## src/rtl/alu_core_pkg.sv

```systemverilog
// Shared definitions for the 8-bit ALU: operation codes and condition-code bit positions.
package alu_core_pkg;

    localparam int unsigned DataWidth = 8;
    localparam int unsigned OpWidth   = 4;
    localparam int unsigned CcWidth   = 2;

    // Condition-code bit positions within cc
    localparam int unsigned FlagZ = 0;
    localparam int unsigned FlagC = 1;

    typedef enum logic [OpWidth-1:0] {
        OpAdd  = 4'd0,
        OpSub  = 4'd1,
        OpAnd  = 4'd2,
        OpOr   = 4'd3,
        OpXor  = 4'd4,
        OpNot  = 4'd5,
        OpShl  = 4'd6,
        OpShr  = 4'd7,
        OpSar  = 4'd8,
        OpRol  = 4'd9,
        OpRor  = 4'd10,
        OpInc  = 4'd11,
        OpDec  = 4'd12,
        OpPassA = 4'd13,
        OpPassB = 4'd14,
        OpCmp  = 4'd15
    } alu_op_e;

endpackage

```

## src/rtl/alu_comb.sv

```systemverilog
// Combinational ALU datapath: result and Z/C flags from operands and operation select.
module alu_comb
    import alu_core_pkg::*;
(
    input  logic [DataWidth-1:0] i_a,
    input  logic [DataWidth-1:0] i_b,
    input  logic [OpWidth-1:0]   i_op,
    output logic [DataWidth-1:0] o_result,
    output logic [CcWidth-1:0]   o_flags
);

    logic [DataWidth:0]   w_add;
    logic [DataWidth:0]   w_sub;
    logic [DataWidth:0]   w_inc;
    logic [DataWidth:0]   w_dec;
    logic [DataWidth-1:0] w_result;
    logic                 w_carry;
    logic                 w_zero;

    // Bit 8 of each 9-bit sum is carry-out; of each difference, the unsigned borrow
    assign w_add = {1'b0, i_a} + {1'b0, i_b};
    assign w_sub = {1'b0, i_a} - {1'b0, i_b};
    assign w_inc = {1'b0, i_a} + 9'd1;
    assign w_dec = {1'b0, i_a} - 9'd1;

    always_comb begin
        w_result = '0;
        w_carry  = 1'b0;
        unique case (alu_op_e'(i_op))
            OpAdd:   {w_carry, w_result} = w_add;
            OpSub:   {w_carry, w_result} = w_sub;
            OpAnd:   w_result = i_a & i_b;
            OpOr:    w_result = i_a | i_b;
            OpXor:   w_result = i_a ^ i_b;
            OpNot:   w_result = ~i_a;
            OpShl: begin
                w_result = {i_a[6:0], 1'b0};
                w_carry  = i_a[7];
            end
            OpShr: begin
                w_result = {1'b0, i_a[7:1]};
                w_carry  = i_a[0];
            end
            OpSar: begin
                w_result = {i_a[7], i_a[7:1]};
                w_carry  = i_a[0];
            end
            OpRol: begin
                w_result = {i_a[6:0], i_a[7]};
                w_carry  = i_a[7];
            end
            OpRor: begin
                w_result = {i_a[0], i_a[7:1]};
                w_carry  = i_a[0];
            end
            OpInc:   {w_carry, w_result} = w_inc;
            OpDec:   {w_carry, w_result} = w_dec;
            OpPassA: w_result = i_a;
            OpPassB: w_result = i_b;
            OpCmp: begin
                w_result = i_a;
                w_carry  = w_sub[DataWidth];
            end
            default: begin
                w_result = '0;
                w_carry  = 1'b0;
            end
        endcase
    end

    // CMP reports Z on the difference, not on the passed-through A
    assign w_zero = (alu_op_e'(i_op) == OpCmp) ? (w_sub[DataWidth-1:0] == '0)
                                               : (w_result == '0);

    always_comb begin
        o_flags        = '0;
        o_flags[FlagZ] = w_zero;
        o_flags[FlagC] = w_carry;
    end

    assign o_result = w_result;

endmodule

```

## src/rtl/alu_core.sv

```systemverilog
// 8-bit ALU top: combinational datapath followed by a single output register stage.
module alu_core
    import alu_core_pkg::*;
(
    input  logic                 clk,
    input  logic                 rst,
    input  logic [DataWidth-1:0] A,
    input  logic [DataWidth-1:0] B,
    input  logic [OpWidth-1:0]   op,
    output logic [DataWidth-1:0] E,
    output logic [CcWidth-1:0]   cc
);

    logic [DataWidth-1:0] w_result;
    logic [CcWidth-1:0]   w_flags;
    logic [DataWidth-1:0] r_e;
    logic [CcWidth-1:0]   r_cc;

    alu_comb u_alu_comb (
        .i_a      (A),
        .i_b      (B),
        .i_op     (op),
        .o_result (w_result),
        .o_flags  (w_flags)
    );

    always_ff @(posedge clk or posedge rst) begin
        if (rst) begin
            r_e  <= '0;
            r_cc <= '0;
        end else begin
            r_e  <= w_result;
            r_cc <= w_flags;
        end
    end

    assign E  = r_e;
    assign cc = r_cc;

endmodule

```

## config.mk

```make
export PLATFORM = sky130hd
export DESIGN_NAME = alu_core
export DESIGN_NICKNAME = d
export VERILOG_FILES = /design/src/rtl/alu_core_pkg.sv /design/src/rtl/alu_comb.sv /design/src/rtl/alu_core.sv
export SDC_FILE = /design/constraint.sdc
export NUM_CORES = 1
export LEC_CHECK = 0
export ABC_CLOCK_PERIOD_IN_PS = 800
export BUFFER_PORTS_ARGS = -buffer_cell sky130_fd_sc_hd__buf_2
export CAP_MARGIN = 20
export CELL_PAD_IN_SITES_DETAIL_PLACEMENT = 0
export CELL_PAD_IN_SITES_GLOBAL_PLACEMENT = 1
export CORE_MARGIN = 3
export CORE_UTILIZATION = 43
export DETAILED_ROUTE_END_ITERATION = 7
export GPL_TIMING_DRIVEN = 0
export PLACE_DENSITY_LB_ADDON = 0.1
export SYNTH_ARGS = -nofsm -noshare
export SYNTH_HDL_FRONTEND = slang
export SYNTH_SLANG_ARGS = --single-unit
export TNS_END_PERCENT = 5
```

## constraint.sdc

```tcl
create_clock -name clk -period 0.8 [get_ports clk]
set_input_delay 0.16 -clock clk [delete_from_list [all_inputs] [get_ports clk]]
set_output_delay 0.16 -clock clk [all_outputs]
set_load 0.05 [all_outputs]
```

==> results.yml <==
setup_path:
  crit_top_cell: "nor4_4"
  cpLargestDelayFamily: "simple AND/OR/NAND/NOR gates"
  cp_cell_sequence: "buf_4 -> clkbuf_16 -> inv_8 -> ha_4 -> o21ba_2 -> or4_4 -> and3b_1 -> or2_1 -> a211oi_2 -> nor4_4 -> nor4_4 -> a21o_1"
  endpoint_kind: "flop"
  cp_num_buf_inv: 3
  path_max_fanout: 5
  cp.depth: 12
  critPathSlowestCell: "or4_4"
  cp.arrival_ns: 2.65
  critPathKind: "in2reg"
  cp_data_required_time_ns: 0.98
  start_kind: "primary input"
  slowest_delay_ns: 0.55
layout:
  n_antenna_cell: 0
  stdcell_count: 461
  area_growth_syn_to_layout_pct: 26.9
  drive_above_1_share: 0.265
  final_common_cell: "nor2_1"
  nNetsFinal: 440
  final_cell_mix: "30 x nor2_1, 24 x buf_2, 23 x a21oi_1"
logic_synthesis:
  synth_edf_count: 0
  async_flop_share: 1.00
  yosysWarnings: 0
  synth_mux_area_frac: 0.0288
  ys_seq_area_frac: 0.101
  syn_inst: 351
  yosys.area_share.simple: 0.270
  synth_fp_nets: 401
  ys_seq_elements: 10
  synth-main-ff-cell: "dfrtp_1"
  synth_top_family_by_area: "compound AO/OA/AOI/OAI gates"
  synth.avg_cell_area_sq_um: 7.06
  synth_area_sq_um: 2480
  ys_types: 67
  synth_xor_area_frac: 0.0424
  synth_fa_ha_area_frac: 0.147
  synth_compound_area_frac: 0.311
power_and_ir_drop:
  clkPwrFrac: 0.187
  leakage_nw: 1.30
  ir_drop_uv: 916
  pwr-share-comb: 0.636
  seq_power_share: 0.177
  power_w: 0.00345
  switching_share: 0.465
  power.density_nw_per_um2: 1100
  internal_power_w: 0.00185
  power_switching_w: 0.00161
clock_tree:
  root_buffer: "clkbuf_8"
  cts_tree: "yes"
  clk_pin_slew_worst_paths_ns: 0.05
  ctsLongestPathBuffers: 2
  cts.sinks: 10
  cts_made_buffers: 3
  htree_num_levels: 1
grt:
  grt_max_degree: 11
  gr-usage-all-layers: 0.297
  antenna_found_initial: 0
  grt_pass1_vias: 2768
  overflow: 0
  grt_pass1_wl_mm: 15.0
hold_path:
  hold_path_end: "cc[1]"
  holdCritPathClass: "in2reg"
  min_from: "B[7]"
  min_path_cells: 4
sta:
  rsz0062_at_grt: "true"
  setup_viol_count_final: 20
  slew_violations: 0
  period_minus_slack_ns: 2.47
  hold_violations: 0
  fmax_ghz: 0.404
  period_share: 3.09
  slew_headroom: 0.561
  worst_slew_pin_slew_ns: 0.658
  postLayoutSetupSlackWorst_ns: -1.67
  whs_ns: 0.367
run:
  max_cap_violations: 0
die:
  die_h_microns: 81.9
  die_x_microns: 81.9
  num_rows: 27
  coreArea_sq_um: 5540
  die-area_sq_um: 6710
  start_util: 0.447
  ios: 32
routing:
  viasPerCell: 6.60
  dr.pass1.iters: 5
  drc: 0
  vias: 3042
  drt_iter0_drc: 387
  wirelength_mm: 9.65
  wl_per_cell_microns: 20.9
  drtAntennaViolNets: 0
placed_design:
  portBuffers: 29
  place_congestion: 0.972
  dpl_worst_slack_ns: -2.13
  dpl.cell_count: 452
  post-dp-hpwl_mm: 7.36
run_status:
  status: "finished, violations left"
  violations: "setup timing"
-- how the worst max path moves through the flow --
stage | from | to | slack [ns]
floorplan | A[0] | cc[0] | -1.60
global placement | A[0] | cc[0] | -2.12
detailed placement | A[0] | cc[0] | -2.13
CTS | A[0] | cc[0] | -1.71
global route | A[1] | cc[0] | -1.75
finish | A[1] | cc[0] | -1.67
-- per-stage QoR --
stage	util	setup TNS (ns)	instance area [sq um]
finish	0.568	-12.51	3150
CTS	0.549	-12.98	3040
floorplan	-	-10.96	2590
detailed placement	0.510	-15.41	2820
global placement	0.510	-15.31	2820
global route	0.568	-13.47	3150
-- power groups by stage --
stage	Sequential, W	Combinational [W]	Clock (W)
after detailed placement	0.000601	0.00189	0
after global placement	0.000597	0.00188	0
after CTS	0.000612	0.00206	0.000653
after floorplan	0.000869	0.00110	0
after global routing	0.000617	0.00234	0.000700
final	0.000612	0.00219	0.000646
-- repair_timing --
| action | 4_1_cts | 5_1_grt |
|---|---|---|
| hold endpoints to repair | 10 | 0 |
| hold buffers | 1 | 0 |
| endpoints found under the setup margin | 20 | 30 |
| setup buffers | 3 | 1 |
| gates resized for setup | 38 | 25 |
| pin swaps | 13 | 12 |
-- registers in the layout, indices dropped and copies added, names as in the netlist --
register	count
cc	2
E	8
-- final cells by class --
class,instances,area (sq um)
Fill cell,560,2390
Multi-Input combinational cell,285,2140
Timing Repair Buffer,35,265
Sequential cell,10,250
Buffer,26,213
Inverter,29,128
Tap cell,72,90.1
Clock buffer,4,55.1
-- per-layer routing --
metal  global-route usage  up-vias  part of all wire
met3               0.0450       30             0.088
li1                     -     1377                 -
met1                0.392     1437              0.41
met2                0.485      198              0.46
met5                    0        -                 0
met4                0.113        0             0.037
-- synth_stat cells (3+ instances only) --
master     n  share of area
a211oi_1   8          0.024
a21o_1     4          0.012
a21oi_1   26          0.052
a22oi_1    3         0.0091
a31oi_1   11          0.028
a32oi_1    3          0.011
buf_2     11          0.022
buf_4      4          0.012
clkbuf_1  10          0.015
dfrtp_1   10           0.10
ha_1      26           0.13
inv_1     24          0.036
inv_2      4         0.0061
mux2i_1    6          0.024
nand2_1   15          0.023
nand2b_1   6          0.015
nand3_1   12          0.024
nand4_1    4          0.010
nor2_1    31          0.047
nor2b_1    6          0.015
nor3_1    21          0.042
nor4_1     6          0.015
o211ai_1   6          0.018
o21ai_0   16          0.032
o221ai_1   6          0.021
o22ai_1    7          0.018
o31ai_1    6          0.018
or4_1      3         0.0091
xnor2_1   10          0.035
-- kinds of logic after synthesis --
group / after synthesis
and+or+nand+nor: 124
AOI/OAI and AO/OA: 114
buffers and inverters: 56
adders and majority gates: 28
xor gates and xnor gates: 12
DFF: 10
muxes: 7
Note: power is estimated with default switching activity, not from simulation.
